## src/rtl/mem_access_stage_if.sv

```systemverilog
// Data-memory valid/ready port between the MEM stage (master) and data memory (slave).
interface mem_access_stage_if;
   logic        dmem_req;
   logic        dmem_we;
   logic [31:0] dmem_addr;
   logic [3:0]  dmem_be;
   logic [31:0] dmem_wdata;
   logic        dmem_ready;
   logic [31:0] dmem_rdata;

   modport master (
      output dmem_req, dmem_we, dmem_addr, dmem_be, dmem_wdata,
      input  dmem_ready, dmem_rdata
   );

   modport slave (
      input  dmem_req, dmem_we, dmem_addr, dmem_be, dmem_wdata,
      output dmem_ready, dmem_rdata
   );
endinterface

```

## src/rtl/mem_access_stage.sv

```systemverilog
// MEM pipeline stage: issues loads/stores on the data-memory port, stalls upstream while
// an access is pending, and writes the MEM/WB register; also supplies EX/MEM forwarding data.
module mem_access_stage #(
   parameter  int unsigned REG_WIDTH  = 32,
   parameter  int unsigned REG_COUNT  = 32,
   parameter  int unsigned MEM_CTRL_W = 14,
   parameter  int unsigned MAX_WAIT   = 15,
   localparam int unsigned REG_BITS   = $clog2(REG_COUNT),
   localparam int unsigned EXC_W      = REG_BITS + 1 + MEM_CTRL_W + 3 * REG_WIDTH,
   localparam int unsigned WB_W       = REG_BITS + 1 + REG_WIDTH
) (
   input  logic                 clk,
   input  logic                 rst,
   input  logic [EXC_W-1:0]     exc_mem_reg,
   input  logic                 hold,
   mem_access_stage_if.master   dmem,
   output logic                 mem_stall,
   output logic [REG_WIDTH-1:0] fwd_data,
   output logic [WB_W-1:0]      mem_wb_reg,
   output logic                 mem_fault
);

   localparam int unsigned CNT_W = $clog2(MAX_WAIT + 1);

   typedef enum logic [1:0] {
      ST_IDLE,
      ST_WAIT,
      ST_HELD
   } state_t;

   logic [REG_BITS-1:0]   rd;
   logic                  write_en;
   logic [MEM_CTRL_W-1:0] mem_ctrl;
   logic [REG_WIDTH-1:0]  alu_out;
   logic [REG_WIDTH-1:0]  store_data;
   logic [REG_WIDTH-1:0]  return_pc;

   assign {rd, write_en, mem_ctrl, alu_out, store_data, return_pc} = exc_mem_reg;

   logic       mem_read;
   logic       mem_write;
   logic [2:0] funct3;
   logic [1:0] wb_sel;
   logic [1:0] off;
   logic [6:0] unused_ctrl;

   assign mem_read    = mem_ctrl[13];
   assign mem_write   = mem_ctrl[12];
   assign funct3      = mem_ctrl[11:9];
   assign wb_sel      = mem_ctrl[8:7];
   assign unused_ctrl = mem_ctrl[6:0];
   assign off         = alu_out[1:0];

   logic                 is_mem;
   logic                 instr_valid;
   logic                 size_ok;
   logic                 access_ok;
   logic [3:0]           be;
   logic [REG_WIDTH-1:0] wdata;

   // Access size and alignment; illegal funct3 is folded into the misalign fault.
   always_comb begin
      is_mem      = mem_read | mem_write;
      instr_valid = write_en | is_mem;
      be          = '0;
      wdata       = store_data;
      size_ok     = 1'b0;
      case (funct3)
         3'b000, 3'b100: begin
            be      = 4'b0001 << off;
            wdata   = {4{store_data[7:0]}};
            size_ok = 1'b1;
         end
         3'b001, 3'b101: begin
            be      = off[1] ? 4'b1100 : 4'b0011;
            wdata   = {2{store_data[15:0]}};
            size_ok = ~off[0];
         end
         3'b010: begin
            be      = 4'hF;
            size_ok = (off == 2'b00);
         end
         default: size_ok = 1'b0;
      endcase
      access_ok = size_ok & ~(mem_read & mem_write) & ~(mem_write & funct3[2]);
   end

   logic [15:0]          lane;
   logic [REG_WIDTH-1:0] ld_val;
   logic [REG_WIDTH-1:0] wb_data;
   logic [WB_W-1:0]      retire_val;

   always_comb begin
      lane = 16'(dmem.dmem_rdata >> {off, 3'b000});
      case (funct3)
         3'b000:  ld_val = {{24{lane[7]}}, lane[7:0]};
         3'b001:  ld_val = {{16{lane[15]}}, lane};
         3'b010:  ld_val = dmem.dmem_rdata;
         3'b100:  ld_val = {24'h0, lane[7:0]};
         3'b101:  ld_val = {16'h0, lane};
         default: ld_val = '0;
      endcase
      case (wb_sel)
         2'd1:    wb_data = ld_val;
         2'd2:    wb_data = return_pc;
         default: wb_data = alu_out;
      endcase
      retire_val = {rd, write_en & ~mem_write, wb_data};
   end

   state_t          state_q, state_d;
   logic [CNT_W-1:0] wait_cnt_q, wait_cnt_d;
   logic [WB_W-1:0]  mem_wb_reg_q, mem_wb_reg_d;
   logic             mem_fault_q, mem_fault_d;
   logic             req;
   logic             stall;
   state_t           after_retire;

   assign after_retire = hold ? ST_HELD : ST_IDLE;

   // Request and stall are combinational on dmem_ready so a same-cycle ready costs no stall;
   // HELD parks the retired instruction until EX/MEM advances so a store is never reissued.
   always_comb begin
      state_d      = state_q;
      wait_cnt_d   = wait_cnt_q;
      mem_wb_reg_d = '0;
      mem_fault_d  = mem_fault_q;
      req          = 1'b0;
      stall        = 1'b0;
      case (state_q)
         ST_IDLE: begin
            wait_cnt_d = '0;
            if (is_mem && !access_ok) begin
               mem_fault_d = 1'b1;
               state_d     = after_retire;
            end else if (is_mem) begin
               req = 1'b1;
               if (dmem.dmem_ready) begin
                  mem_wb_reg_d = retire_val;
                  state_d      = after_retire;
               end else begin
                  stall      = 1'b1;
                  wait_cnt_d = CNT_W'(1);
                  state_d    = ST_WAIT;
               end
            end else if (instr_valid) begin
               mem_wb_reg_d = retire_val;
               state_d      = after_retire;
            end
         end
         ST_WAIT: begin
            req = 1'b1;
            if (dmem.dmem_ready) begin
               mem_wb_reg_d = retire_val;
               wait_cnt_d   = '0;
               state_d      = after_retire;
            end else if (wait_cnt_q == CNT_W'(MAX_WAIT)) begin
               mem_fault_d = 1'b1;
               wait_cnt_d  = '0;
               state_d     = after_retire;
            end else begin
               stall      = 1'b1;
               wait_cnt_d = wait_cnt_q + CNT_W'(1);
            end
         end
         ST_HELD: begin
            if (!hold) begin
               state_d = ST_IDLE;
            end
         end
         default: state_d = ST_IDLE;
      endcase
   end

   always_ff @(posedge clk or posedge rst) begin
      if (rst) begin
         state_q      <= ST_IDLE;
         wait_cnt_q   <= '0;
         mem_wb_reg_q <= '0;
         mem_fault_q  <= 1'b0;
      end else begin
         state_q      <= state_d;
         wait_cnt_q   <= wait_cnt_d;
         mem_wb_reg_q <= mem_wb_reg_d;
         mem_fault_q  <= mem_fault_d;
      end
   end

   assign dmem.dmem_req   = req & ~rst;
   assign dmem.dmem_we    = mem_write;
   assign dmem.dmem_addr  = {alu_out[31:2], 2'b00};
   assign dmem.dmem_be    = be;
   assign dmem.dmem_wdata = wdata;

   assign mem_stall  = stall;
   assign fwd_data   = (wb_sel == 2'd2) ? return_pc : alu_out;
   assign mem_wb_reg = mem_wb_reg_q;
   assign mem_fault  = mem_fault_q;

endmodule

```

## src/flat_wrapper.sv

```systemverilog
// flat-port wrapper written by rule: the top's interface ports become plain ports
module mem_access_stage_flat 
#(
   parameter  int unsigned REG_WIDTH  = 32,
   parameter  int unsigned REG_COUNT  = 32,
   parameter  int unsigned MEM_CTRL_W = 14,
   parameter  int unsigned MAX_WAIT   = 15,
   localparam int unsigned REG_BITS   = $clog2(REG_COUNT),
   localparam int unsigned EXC_W      = REG_BITS + 1 + MEM_CTRL_W + 3 * REG_WIDTH,
   localparam int unsigned WB_W       = REG_BITS + 1 + REG_WIDTH
)
  (clk, rst, exc_mem_reg, hold, mem_stall, fwd_data, mem_wb_reg, mem_fault, dmem_dmem_req, dmem_dmem_we, dmem_dmem_addr, dmem_dmem_be, dmem_dmem_wdata, dmem_dmem_ready, dmem_dmem_rdata);
  mem_access_stage_if dmem_i ();
  input  logic clk;
  input  logic rst;
  input  logic [EXC_W-1:0] exc_mem_reg;
  input  logic hold;
  output logic mem_stall;
  output logic [REG_WIDTH-1:0] fwd_data;
  output logic [WB_W-1:0] mem_wb_reg;
  output logic mem_fault;
  output wire logic [$bits(dmem_i.dmem_req)-1:0] dmem_dmem_req;
  output wire logic [$bits(dmem_i.dmem_we)-1:0] dmem_dmem_we;
  output wire logic [$bits(dmem_i.dmem_addr)-1:0] dmem_dmem_addr;
  output wire logic [$bits(dmem_i.dmem_be)-1:0] dmem_dmem_be;
  output wire logic [$bits(dmem_i.dmem_wdata)-1:0] dmem_dmem_wdata;
  input wire logic [$bits(dmem_i.dmem_ready)-1:0] dmem_dmem_ready;
  input wire logic [$bits(dmem_i.dmem_rdata)-1:0] dmem_dmem_rdata;
  assign dmem_dmem_req = dmem_i.dmem_req;
  assign dmem_dmem_we = dmem_i.dmem_we;
  assign dmem_dmem_addr = dmem_i.dmem_addr;
  assign dmem_dmem_be = dmem_i.dmem_be;
  assign dmem_dmem_wdata = dmem_i.dmem_wdata;
  assign dmem_i.dmem_ready = dmem_dmem_ready;
  assign dmem_i.dmem_rdata = dmem_dmem_rdata;
  mem_access_stage #(.REG_WIDTH(REG_WIDTH), .REG_COUNT(REG_COUNT), .MEM_CTRL_W(MEM_CTRL_W), .MAX_WAIT(MAX_WAIT)) u_core (.clk(clk), .rst(rst), .exc_mem_reg(exc_mem_reg), .hold(hold), .dmem(dmem_i), .mem_stall(mem_stall), .fwd_data(fwd_data), .mem_wb_reg(mem_wb_reg), .mem_fault(mem_fault));
endmodule
```

## config.mk

```make
export PLATFORM = sky130hd
export DESIGN_NAME = mem_access_stage_flat
export DESIGN_NICKNAME = d
export VERILOG_FILES = /design/src/rtl/mem_access_stage_if.sv /design/src/rtl/mem_access_stage.sv /design/src/flat_wrapper.sv
export SDC_FILE = /design/constraint.sdc
export NUM_CORES = 1
export LEC_CHECK = 0
export CAP_MARGIN = 20
export CELL_PAD_IN_SITES_DETAIL_PLACEMENT = 1
export CELL_PAD_IN_SITES_GLOBAL_PLACEMENT = 2
export CORE_MARGIN = 1
export CORE_UTILIZATION = 16
export DETAILED_ROUTE_END_ITERATION = 8
export GPL_TIMING_DRIVEN = 0
export HOLD_SLACK_MARGIN = 0.02
export PLACE_DENSITY = 0.86
export SLEW_MARGIN = 20
export SYNTH_ARGS = -nofsm -noshare
export SYNTH_HDL_FRONTEND = slang
export SYNTH_SLANG_ARGS = --single-unit
```

## constraint.sdc

```tcl
create_clock -name clk -period 1.64 [get_ports clk]
set_input_delay 0.246 -clock clk [delete_from_list [all_inputs] [get_ports clk]]
set_output_delay 0.246 -clock clk [all_outputs]
set_load 0.02 [all_outputs]
```

==> results.md <==
* Post-synth ARST share at 1.00
* Placed cells at 1082
* Effective utilization at floorplan at 0.165
* CTS Root Buffer Type: clkbuf_16
* Final WL at 22.3 mm
* Final Non-Filler Cells at 1124
* Hold Buf Count CTS at 0
* Synth area leader: dfrtp_1
* Post-Route Skew at 0.00800 ns
* WHS at 0.407 ns
* Leak Pwr at 3.61 nW
* Failing checks: setup timing
* VDD IR max at 0.000336 V
* NetSw at 1.60 mW
* WP data arrival at 1.40 ns
* Cell Pwr Density at 551 nW/µm²
* Via count at 4952
* PnR worst setup slack at -0.00801 ns
* CTS H-tree depth at 2
* Input/output buffers at 281
* Cell Int Power at 2.89 mW
* Mapped cell area at 4030 µm²
* Min cycle time layout at 1.65 ns
* Post-synth top area share at 0.280
* Most common cell after layout, fill and taps aside: clkdlybuf4s50_1
* GR Util All Layers at 0.171
* Area delta synth->final at 102%
* Commonest cells after routing, fill and taps aside: clkdlybuf4s50_1 (169), buf_4 (77), dlygate4sd2_1 (51)
* Die W at 161 µm
* CTS tree: yes
* Max Slew Vio Count at 0
* Post-route ant nets at 0
* Clock latency on the worst-skew pair at 0.30 ns
* Fmax at 0.607 GHz
* Pre-Repair DR Iteration Count at 4
* # rows at 57
* Clk pwr share at 0.268
* CP required at 1.39 ns
* WS Path Type: reg -> out
* Syn. warnings at 0
* Area after DPL at 7270 µm²
* Max reg flops at 38
* Clock tree buffer depth at 2
* Element type at the critical path start: flip-flop
* First-pass GRT wire length at 33.1 mm
* Clk slew on worst S/H paths at 0.07 ns
* Sink Count at 45
* Yosys reg bits at 45
* Routed len/inst at 19.8 µm
* CP endpoint: mem_stall
* Grt ovf at 0
* Relative slew margins at 0.547
* RSZ-0062 raised after global routing: yes
* Worst Path Max Fanout at 4
* Gate power share at 0.472
* Reg2reg end: u_core.mem_wb_reg[5]
* Residual DRC at 0
* Vias in the first global route at 5459
* Synth cell types at 51
* Share of layout cells above drive strength 1 at 0.342
* Worst slew pin tran at 0.679 ns
* R2R Setup Slk at 0.03 ns
* CTS Buf Count at 5
* Core ar. at 24500 µm²
* Switch share at 0.356
* FF-to-FF path depth at 7
* Hold crit path type: in -> reg
* Initial antenna violation count at 5
* Setup violators final at 1
* Seq/Total Area, Yosys at 0.280
* Final nets at 953
* CP Capture Type: output port
* Dpl ws at -1.60 ns
* Fin area at 8150 µm²
* EDFF count, synth at 0
* Final hold violations at 0
* Num ports at 294
* Routability congestion estimate from global placement at 0.779
* Mean Syn Cell Area at 8.46 µm²
* Hpwl dp at 17.6 mm
* Initial drt markers at 138
* Largest net degree at the start of global routing at 46
* Worst flop-to-flop path startpoint: u_core.state_q[0]
* Part of the cycle the worst path needs at 1.00
* Outcome: complete, but fails checks
* Most area-consuming cells after synthesis: dfrtp_1 (28%), mux2_2 (9.2%), buf_4 (7.6%)
* Vias per cell at 4.41
* Seq pwr share at 0.260
* Syn Inst Count at 476
* Most common flop cell mapped by yosys: dfrtp_1
* Number of max-cap violations at 0
* Die H at 161 µm
* Full die area at 25800 µm²
* Crit path launch: u_core.state_q[0]
critical path, stage by stage (launching register included):
cell	delay [ns]
dfrtp_2	0.43
buf_6	0.12
nand2b_4	0.06
nor2_4	0.11
nand2_2	0.08
a21oi_2	0.14
buf_4	0.16
cells in the mapped netlist, types with 2 or more instances:
| cell | number |
|---|---|
| mux2_2 | 33 |
| o21ai_2 | 2 |
| nand2_1 | 43 |
| a21oi_1 | 24 |
| ha_1 | 3 |
| nor2_1 | 20 |
| nor3_1 | 16 |
| nand3_1 | 3 |
| buf_6 | 8 |
| and2_1 | 2 |
| a21boi_0 | 17 |
| o2bb2ai_1 | 7 |
| inv_1 | 42 |
| buf_2 | 6 |
| a221oi_2 | 11 |
| or3b_1 | 2 |
| o21bai_1 | 2 |
| a221oi_1 | 15 |
| mux2i_1 | 13 |
| nor2b_1 | 9 |
| buf_4 | 41 |
| a22oi_1 | 14 |
| a2111oi_0 | 7 |
| o21ai_0 | 37 |
| nand2b_1 | 5 |
| buf_1 | 3 |
| clkbuf_1 | 20 |
| dfrtp_1 | 45 |
| o31ai_1 | 3 |
| a21o_1 | 2 |
repair_timing:
action / 4_1_cts / 5_1_grt
gates cloned: 1 / 1
gates resized for setup: 402 / 69
setup buffers: 23 / 12
hold endpoints to repair: 0 / 0
setup endpoints to repair: 138 / 72
pin swaps: 19 / 9
kinds of logic after synthesis:
kind of cell | synth area share
other cells | 0.000932
buf+inv | 0.167
flops | 0.280
mux | 0.125
fa+ha+maj | 0.00933
compound gates | 0.292
simple gates | 0.127
power by group through the flow:
stage | Combinational, mW | Clock, mW | Sequential [mW]
floorplan | 0.873 | 0 | 1.23
global placement | 1.94 | 0 | 1.18
detailed placement | 1.95 | 0 | 1.19
CTS | 2.04 | 1.25 | 1.17
global route | 2.26 | 1.28 | 1.17
finish | 2.12 | 1.20 | 1.17
stage by stage:
step | util | setup TNS, ns | total power [mW]
2_1_floorplan | - | 0 | 2.10
3_3_place_gp | 0.297 | -139.35 | 3.12
3_5_place_dp | 0.297 | -98.07 | 3.14
4_1_cts | 0.322 | -0.0990 | 4.45
5_1_grt | 0.333 | -0.147 | 4.71
6_report | 0.333 | -0.00801 | 4.49
area by class of cell:
type | instances | area, µm²
Inverter | 42 | 163
Timing Repair Buffer | 317 | 2950
Tap cell | 324 | 405
Clock inverter | 2 | 35.0
Sequential cell | 45 | 1130
Antenna cell | 2 | 5.00
Multi-Input combinational cell | 312 | 2640
Buffer | 75 | 696
Fill cell | 2878 | 16300
Clock buffer | 5 | 125
routing by layer:
metal / up-vias / track usage / share of wire
li1: 2306 / - / -
met1: 2391 / 0.179 / 0.37
met2: 221 / 0.319 / 0.52
met3: 28 / 0.0622 / 0.088
met4: 6 / 0.0424 / 0.018
met5: - / 0 / 0.0020
how the worst min path moves through the flow:
stage | start | to | slack, ns | cells past startpoint
floorplan | exc_mem_reg[111] | u_core.mem_wb_reg[33] | 0.35 | 2
global placement | u_core.mem_fault | u_core.mem_fault | 0.46 | 1
detailed placement | u_core.mem_fault | u_core.mem_fault | 0.47 | 1
CTS | exc_mem_reg[113] | u_core.mem_wb_reg[35] | 0.45 | 3
global route | exc_mem_reg[109] | u_core.mem_wb_reg[32] | 0.43 | 3
finish | exc_mem_reg[109] | u_core.mem_wb_reg[32] | 0.41 | 3
No activity file was read; power rests on OpenSTA's default activity.
